<file path="src/rtl/fifo_wr_arbiter_pkg.sv">
// fifo_arb_pkg
//   Shared types, default constants and the round-robin helper for the
//   FIFO write-side arbiter (and any read-side scheduler that reuses rr_pick).
//   Contents:
//     arb_state_e      - arbiter FSM states (IDLE, BURST)
//     DEF_DATA_WIDTH   - default word width (matches async_fifo wr_data)
//     DEF_NUM_REQ      - default number of requesters
//     DEF_MAX_BURST    - default maximum words per grant
//     MAX_REQ          - largest requester count next_rr supports
//     next_rr()        - round-robin winner search starting after 'last'
package fifo_arb_pkg;

    localparam int unsigned DEF_DATA_WIDTH = 16;
    localparam int unsigned DEF_NUM_REQ    = 4;
    localparam int unsigned DEF_MAX_BURST  = 8;
    localparam int unsigned MAX_REQ        = 8;

    typedef enum logic {
        IDLE  = 1'b0,
        BURST = 1'b1
    } arb_state_e;

    // Returns the first set bit of req_vec searching last+1, last+2, ...
    // modulo num_req. With no bit set, 'last' is returned unchanged.
    // The loop runs over the fixed MAX_REQ range so it unrolls statically.
    function automatic logic [2:0] next_rr(
        input logic [MAX_REQ-1:0] req_vec,
        input logic [2:0]         last,
        input int unsigned        num_req
    );
        logic [2:0]  win;
        logic        found;
        int unsigned idx;
        win   = last;
        found = 1'b0;
        for (int unsigned k = 1; k <= MAX_REQ; k++) begin
            if (k <= num_req) begin
                idx = (32'(last) + k) % num_req;
                if (!found && req_vec[3'(idx)]) begin
                    win   = 3'(idx);
                    found = 1'b1;
                end
            end
        end
        return win;
    endfunction

endpackage

</file>
<file path="src/rtl/fifo_wr_arbiter_if.sv">
// fifo_wr_arbiter_if
//   Bundles the producer handshake and the async_fifo write port.
//   Signals:
//     req_valid    - per-requester word valid
//     req_data     - packed words, requester i at [i*DATA_WIDTH +: DATA_WIDTH]
//     req_ready    - per-requester accept
//     fifo_full    - async_fifo full flag
//     fifo_wr_en   - async_fifo write enable
//     fifo_wr_data - async_fifo write data
//   Modports:
//     slave  - the arbiter's view
//     master - the producers / FIFO view (drives valid, data and full)
interface fifo_wr_arbiter_if #(
    parameter int unsigned NUM_REQ    = 4,
    parameter int unsigned DATA_WIDTH = 16
) ();

    logic [NUM_REQ-1:0]            req_valid;
    logic [NUM_REQ*DATA_WIDTH-1:0] req_data;
    logic [NUM_REQ-1:0]            req_ready;
    logic                          fifo_full;
    logic                          fifo_wr_en;
    logic [DATA_WIDTH-1:0]         fifo_wr_data;

    modport slave (
        input  req_valid,
        input  req_data,
        input  fifo_full,
        output req_ready,
        output fifo_wr_en,
        output fifo_wr_data
    );

    modport master (
        output req_valid,
        output req_data,
        output fifo_full,
        input  req_ready,
        input  fifo_wr_en,
        input  fifo_wr_data
    );

endinterface

</file>
<file path="src/rtl/fifo_wr_arbiter_rr_pick.sv">
// rr_pick
//   Combinational round-robin priority picker.
//   Ports:
//     req_vec    in  NUM_REQ          request bits
//     last_grant in  $clog2(NUM_REQ)  previous winner (search starts after it)
//     winner     out $clog2(NUM_REQ)  selected requester (last_grant if none)
//     any        out 1                at least one request bit set
module rr_pick
    import fifo_arb_pkg::*;
#(
    parameter int unsigned NUM_REQ = DEF_NUM_REQ
) (
    input  logic [NUM_REQ-1:0]         req_vec,
    input  logic [$clog2(NUM_REQ)-1:0] last_grant,
    output logic [$clog2(NUM_REQ)-1:0] winner,
    output logic                       any
);

    localparam int unsigned IDX_W = $clog2(NUM_REQ);

    logic [MAX_REQ-1:0] req_ext;
    logic [2:0]         last_ext;
    logic [2:0]         win_ext;

    always_comb begin
        req_ext                = '0;
        req_ext[NUM_REQ-1:0]   = req_vec;
        last_ext               = '0;
        last_ext[IDX_W-1:0]    = last_grant;
        win_ext                = next_rr(req_ext, last_ext, NUM_REQ);
        winner                 = win_ext[IDX_W-1:0];
        any                    = |req_vec;
    end

endmodule

</file>
<file path="src/rtl/fifo_wr_arbiter.sv">
// fifo_wr_arbiter
//   Round-robin arbiter sharing the async_fifo write port between NUM_REQ
//   producers in the wr_clk domain. One producer is granted at a time for a
//   burst of up to MAX_BURST words; fifo_full stalls the burst without ending
//   it. Throughput and stall counters saturate at all-ones.
//   Ports:
//     wr_clk        in   write-domain clock
//     wr_rst        in   synchronous active-high reset
//     arb_en        in   1 = new grants allowed
//     wr_bus        if   producer handshake + FIFO write port (slave view)
//     grant_id      out  current or last grantee
//     busy          out  1 while bursting
//     words_written out  accepted words (saturating)
//     full_stalls   out  burst cycles spent with fifo_full=1 (saturating)
module fifo_wr_arbiter
    import fifo_arb_pkg::*;
#(
    parameter int unsigned NUM_REQ    = DEF_NUM_REQ,
    parameter int unsigned DATA_WIDTH = DEF_DATA_WIDTH,
    parameter int unsigned MAX_BURST  = DEF_MAX_BURST,
    parameter int unsigned CNT_WIDTH  = 32
) (
    input  logic                       wr_clk,
    input  logic                       wr_rst,
    input  logic                       arb_en,
    fifo_wr_arbiter_if.slave           wr_bus,
    output logic [$clog2(NUM_REQ)-1:0] grant_id,
    output logic                       busy,
    output logic [CNT_WIDTH-1:0]       words_written,
    output logic [CNT_WIDTH-1:0]       full_stalls
);

    localparam int unsigned IDX_W  = $clog2(NUM_REQ);
    localparam int unsigned BEAT_W = $clog2(MAX_BURST + 1);

    arb_state_e         state_q, state_d;
    logic [IDX_W-1:0]   grant_id_q, grant_id_d;
    logic [IDX_W-1:0]   last_grant_q, last_grant_d;
    logic [BEAT_W-1:0]  beat_cnt_q, beat_cnt_d;
    logic [CNT_WIDTH-1:0] words_q, words_d;
    logic [CNT_WIDTH-1:0] stalls_q, stalls_d;

    logic [IDX_W-1:0]   rr_winner;
    logic               rr_any;
    logic               grant_valid;
    logic               xfer;
    logic [NUM_REQ-1:0] ready;
    logic [BEAT_W-1:0]  beat_inc;

    rr_pick #(
        .NUM_REQ (NUM_REQ)
    ) u_rr_pick (
        .req_vec    (wr_bus.req_valid),
        .last_grant (last_grant_q),
        .winner     (rr_winner),
        .any        (rr_any)
    );

    // Transfer qualification; reset masks it combinationally so nothing is
    // accepted or written in a reset cycle even mid-burst.
    always_comb begin
        grant_valid = wr_bus.req_valid[grant_id_q];
        xfer        = (state_q == BURST) && grant_valid && !wr_bus.fifo_full && !wr_rst;
        ready       = '0;
        if (xfer) begin
            ready[grant_id_q] = 1'b1;
        end
    end

    assign wr_bus.req_ready    = ready;
    assign wr_bus.fifo_wr_en   = xfer;
    assign wr_bus.fifo_wr_data = wr_bus.req_data[32'(grant_id_q) * DATA_WIDTH +: DATA_WIDTH];

    always_comb begin
        state_d      = state_q;
        grant_id_d   = grant_id_q;
        last_grant_d = last_grant_q;
        beat_cnt_d   = beat_cnt_q;
        words_d      = words_q;
        stalls_d     = stalls_q;
        beat_inc     = beat_cnt_q + BEAT_W'(1);

        unique case (state_q)
            IDLE: begin
                if (arb_en && rr_any) begin
                    grant_id_d   = rr_winner;
                    last_grant_d = rr_winner;
                    beat_cnt_d   = '0;
                    state_d      = BURST;
                end
            end
            BURST: begin
                // Priority: transfer, then full (stall), then dropped valid.
                if (xfer) begin
                    beat_cnt_d = beat_inc;
                    if (beat_inc == BEAT_W'(MAX_BURST)) begin
                        state_d = IDLE;
                    end
                end else if (wr_bus.fifo_full) begin
                    if (stalls_q != '1) begin
                        stalls_d = stalls_q + CNT_WIDTH'(1);
                    end
                end else begin
                    state_d = IDLE;
                end
            end
            default: state_d = IDLE;
        endcase

        if (xfer && (words_q != '1)) begin
            words_d = words_q + CNT_WIDTH'(1);
        end
    end

    always_ff @(posedge wr_clk) begin
        if (wr_rst) begin
            state_q      <= IDLE;
            grant_id_q   <= '0;
            last_grant_q <= IDX_W'(NUM_REQ - 1);
            beat_cnt_q   <= '0;
            words_q      <= '0;
            stalls_q     <= '0;
        end else begin
            state_q      <= state_d;
            grant_id_q   <= grant_id_d;
            last_grant_q <= last_grant_d;
            beat_cnt_q   <= beat_cnt_d;
            words_q      <= words_d;
            stalls_q     <= stalls_d;
        end
    end

    assign grant_id      = grant_id_q;
    assign busy          = (state_q == BURST);
    assign words_written = words_q;
    assign full_stalls   = stalls_q;

endmodule

</file>
<file path="src/flat_wrapper.sv">
// flat-port wrapper written by rule: the top's interface ports become plain ports
module fifo_wr_arbiter_flat import fifo_arb_pkg::*;
#(
    parameter int unsigned NUM_REQ    = DEF_NUM_REQ,
    parameter int unsigned DATA_WIDTH = DEF_DATA_WIDTH,
    parameter int unsigned MAX_BURST  = DEF_MAX_BURST,
    parameter int unsigned CNT_WIDTH  = 32
)
  (wr_clk, wr_rst, arb_en, grant_id, busy, words_written, full_stalls, wr_bus_req_valid, wr_bus_req_data, wr_bus_fifo_full, wr_bus_req_ready, wr_bus_fifo_wr_en, wr_bus_fifo_wr_data);
  fifo_wr_arbiter_if #(.NUM_REQ(NUM_REQ), .DATA_WIDTH(DATA_WIDTH)) wr_bus_i ();
  input  logic wr_clk;
  input  logic wr_rst;
  input  logic arb_en;
  output logic [$clog2(NUM_REQ)-1:0] grant_id;
  output logic busy;
  output logic [CNT_WIDTH-1:0] words_written;
  output logic [CNT_WIDTH-1:0] full_stalls;
  input wire logic [$bits(wr_bus_i.req_valid)-1:0] wr_bus_req_valid;
  input wire logic [$bits(wr_bus_i.req_data)-1:0] wr_bus_req_data;
  input wire logic [$bits(wr_bus_i.fifo_full)-1:0] wr_bus_fifo_full;
  output wire logic [$bits(wr_bus_i.req_ready)-1:0] wr_bus_req_ready;
  output wire logic [$bits(wr_bus_i.fifo_wr_en)-1:0] wr_bus_fifo_wr_en;
  output wire logic [$bits(wr_bus_i.fifo_wr_data)-1:0] wr_bus_fifo_wr_data;
  assign wr_bus_i.req_valid = wr_bus_req_valid;
  assign wr_bus_i.req_data = wr_bus_req_data;
  assign wr_bus_i.fifo_full = wr_bus_fifo_full;
  assign wr_bus_req_ready = wr_bus_i.req_ready;
  assign wr_bus_fifo_wr_en = wr_bus_i.fifo_wr_en;
  assign wr_bus_fifo_wr_data = wr_bus_i.fifo_wr_data;
  fifo_wr_arbiter #(.NUM_REQ(NUM_REQ), .DATA_WIDTH(DATA_WIDTH), .MAX_BURST(MAX_BURST), .CNT_WIDTH(CNT_WIDTH)) u_core (.wr_clk(wr_clk), .wr_rst(wr_rst), .arb_en(arb_en), .wr_bus(wr_bus_i), .grant_id(grant_id), .busy(busy), .words_written(words_written), .full_stalls(full_stalls));
endmodule
</file>
<file path="config.mk">
export PLATFORM = sky130hd
export DESIGN_NAME = fifo_wr_arbiter_flat
export DESIGN_NICKNAME = d
export VERILOG_FILES = /design/src/rtl/fifo_wr_arbiter_pkg.sv /design/src/rtl/fifo_wr_arbiter_if.sv /design/src/rtl/fifo_wr_arbiter_rr_pick.sv /design/src/rtl/fifo_wr_arbiter.sv /design/src/flat_wrapper.sv
export SDC_FILE = /design/constraint.sdc
export NUM_CORES = 1
export LEC_CHECK = 0
export ABC_AREA = 1
export BUFFER_PORTS_ARGS = -buffer_cell sky130_fd_sc_hd__buf_2
export CAP_MARGIN = 20
export CORE_UTILIZATION = 52
export DETAILED_ROUTE_END_ITERATION = 8
export MAX_ROUTING_LAYER = met4
export PLACE_DENSITY = 0.77
export SETUP_SLACK_MARGIN = 0.1
export SYNTH_ARGS = -nofsm -noshare
export SYNTH_HDL_FRONTEND = slang
export SYNTH_SLANG_ARGS = --single-unit
</file>
<file path="constraint.sdc">
create_clock -name wr_clk -period 2.3 [get_ports wr_clk]
set_input_delay 0.23 -clock wr_clk [delete_from_list [all_inputs] [get_ports wr_clk]]
set_output_delay 0.23 -clock wr_clk [all_outputs]
set_load 0.01 [all_outputs]
</file>
==> flow_metrics.env <==
export IMPL_hold_viol=0
export IMPL_grt_max_degree=68
export IMPL_synth_edf_count=0
export IMPL_yosysTopAreaCell="dfxtp_1"
export IMPL_ys_flop_type="dfxtp_1"
export IMPL_num_rows=35
export IMPL_rsz0062_at_grt="no"
export IMPL_p_per_area_mw_per_mm2=467
export IMPL_io_pins=160
export IMPL_fin_crit_ps=2050
export IMPL_multi_input_area_mm2=0.00322
export IMPL_h_tree_depth=3
export IMPL_crit_type="register to output port"
export IMPL_ys_seq_area_share_pct=28.6
export IMPL_clk_pin_slew_ps=80
export IMPL_async_flop_share_pct=0
export IMPL_maxCapViolCount=0
export IMPL_fin_tns_setup_ps=0
export IMPL_final_setup_viol_count=0
export IMPL_dieArea_mm2=0.0102
export IMPL_nets=1081
export IMPL_numClockSinks=73
export IMPL_holdCritStartpoint="wr_bus_fifo_full"
export IMPL_ant_nets=0
export IMPL_core_area_mm2=0.00937
export IMPL_clockRootBuffer="clkbuf_8"
export IMPL_vias_per_cell=5.16
export IMPL_final_area_mm2=0.00624
export IMPL_dp_hpwl_um=11200
export IMPL_firstDrtPassIters=7
export IMPL_drt_first_iter_violations=347
export IMPL_crit_path_start_kind="register"
export IMPL_crit_arrival_ps=1820
export IMPL_crit_top_cell="nand2_1"
export IMPL_hold_path_class="input port to register"
export IMPL_initial_utilization_pct=54.5
export IMPL_drive_gt1_share_pct=22.6
export IMPL_wl_per_cell_um=12.8
export IMPL_final_instance_count_excl_fill=1139
export IMPL_reg2reg_from="u_core.grant_id[0]"
export IMPL_regToRegSetupSlack_ps=330
export IMPL_power_total_mw=2.92
export IMPL_syn_inst=839
export IMPL_synth_cell_types=34
export IMPL_vdd_drop_max_v=0.000271
export IMPL_cts_tree="built"
export IMPL_clock_latency_ps=350
export IMPL_grt_pass1_vias=4837
export IMPL_synthesis_nets=915
export IMPL_avgSynthCellArea_um2=6.08
export IMPL_utilization_pct=66.6
export IMPL_whs_ps=245
export IMPL_n_fill_cell=956
export IMPL_crit_path_end_kind="output port"
export IMPL_place_ws_ps=266
export IMPL_portBuffers=159
export IMPL_critPathLaunch="u_core.grant_id[0]"
export IMPL_status="finished, final reports clean"
export IMPL_num_vias=5873
export IMPL_ff_latch_area_mm2=0.00146
export IMPL_fmax_mhz=489
export IMPL_grt_usage_pct=28.7
export IMPL_cp_max_fo=8
export IMPL_fin_worst_skew_ps=9.32
export IMPL_worst_slew_pin_transition_ps=719
export IMPL_drc=0
export IMPL_final_setup_worst_slack_ps=255
export IMPL_numPlacedInstances=1123
export IMPL_grt_first_pass_wirelength_um=22800
export IMPL_clock_path_buffers=2
export IMPL_slew_violations=0
export IMPL_cp_slowest_stage_delay_ps=510
export IMPL_die_h_um=101
export IMPL_netlist_area_mm2=0.00510
export IMPL_grt_overflow_total=0
export IMPL_cpMaxStageDelayCell="dfxtp_1"
export IMPL_synth_seq_cells=73
export IMPL_worstPathCellList="nand2_1 > inv_2 > nand2_1 > o21ai_1 > o21a_1 > buf_4 > buf_2"
export IMPL_fin_crit_sh_pct=88.9
export IMPL_area_delta_synth_final_pct=22.3
export IMPL_ys_warn_count=0
export IMPL_antennaDiodeCount=0
export IMPL_synthTopCellsByArea="dfxtp_1 (29%), nand2_1 (25%), a21oi_1 (6.9%)"
export IMPL_relSlewSlack_pct=52.0
export IMPL_p_leak_nw=2.75
export IMPL_yosysTopAreaCellShare_pct=28.6
export IMPL_antenna_found_initial=0
export IMPL_routabilityCongestion=0.982
export IMPL_post_dp_cell_area_mm2=0.00603
export IMPL_wl_um=14600
export IMPL_cp_required_ps=2070
export IMPL_die_w_um=101
export IMPL_cts_buffers=9
-- area by class of cell --
type / count / share of cell area (%)
multi-input cells: 676 / 51.5
inverters: 65 / 3.95
repair buffers: 180 / 15.3
clock buffers: 12 / 2.48
clock inverters: 4 / 0.821
well taps: 129 / 2.58
flip-flops and latches: 73 / 23.4
-- layout by cell type (no fill, tap or decap), types with 2 or more instances in the layout --
master	n
a21oi_1	70
nand2_1	337
xnor2_1	9
nand3_1	33
nand3b_1	11
o21ai_1	3
nor3_1	29
o21ai_0	6
a22oi_1	28
buf_2	159
a21oi_2	3
clkbuf_8	11
nand2_2	12
nor2_2	2
xor2_1	26
buf_4	21
ha_1	4
inv_2	8
nand4_1	8
nor2_1	84
dfxtp_1	73
nor2_4	2
inv_1	56
-- where the power goes --
| part | internal (mW) | switching, mW |
|---|---|---|
| clock | 0.562 | 0.497 |
| sequential | 1.28 | 0.0270 |
| combinational | 0.225 | 0.331 |
| total | 2.06 | 0.855 |
-- synth_stat cells (2+ instances only) --
cell	number
nor2_4	2
xor2_1	26
nand3_1	33
clkbuf_1	11
xnor2_1	9
nand2_2	12
nor3_1	29
ha_1	4
a21oi_1	70
a21oi_2	3
inv_1	56
nor2_1	84
buf_6	11
buf_2	2
a22oi_1	28
nand2_1	337
nand3b_1	11
o21ai_1	3
o21ai_0	6
nand4_1	8
nor2_2	2
inv_2	8
dfxtp_1	73
-- repair_timing --
| item | in CTS | in global routing |
|---|---|---|
| setup endpoints to repair | 0 | 28 |
| resized for setup | 0 | 1 |
| setup buffers | 0 | 0 |
| hold buffers | 0 | 0 |
-- sequential cells by signal, indices dropped and copies added, names as in the netlist --
name / count
u_core.grant_id: 2
u_core.full_stalls: 32
u_core.last_grant_q: 2
u_core.beat_cnt_q: 4
u_core.busy: 1
u_core.words_written: 32
-- final timing paths --
check	end	cells after the start
worst min register to register	u_core.beat_cnt_q[3]	2
worst min-delay path	u_core.busy	5
worst max register to register	u_core.words_written[2]	9
worst max-delay path	wr_bus_fifo_wr_en	7
-- worst max-delay path: cells and delay by family, from the launching register on --
kind                   cells  cell delay [ps]
buffers and inverters      3              430
AO/OA/AOI/OAI              2              360
AND/OR/NAND/NOR            2              180
flip-flops                 1              510
-- cell families (layout without fill, tap and decap cells) --
group / after synthesis / count (layout) / synth area share, %
flip-flops: 73 / 73 / 28.6
AND/OR/NAND/NOR: 523 / 523 / 42.8
XOR/XNOR: 35 / 35 / 6.01
AO/OA/AOI/OAI: 114 / 114 / 13.0
buffers and inverters: 90 / 261 / 8.55
adder cells (fa/ha/maj): 4 / 4 / 0.980
-- routing by layer --
layer	vias up	wire (µm)	track usage, %
met5	-	0	-
met3	18	1050	4.09
met2	218	6370	43.5
met4	0	197	7.47
met1	2606	6970	39.8
li1	3031	-	-
No activity file was read; power rests on OpenSTA's default activity.
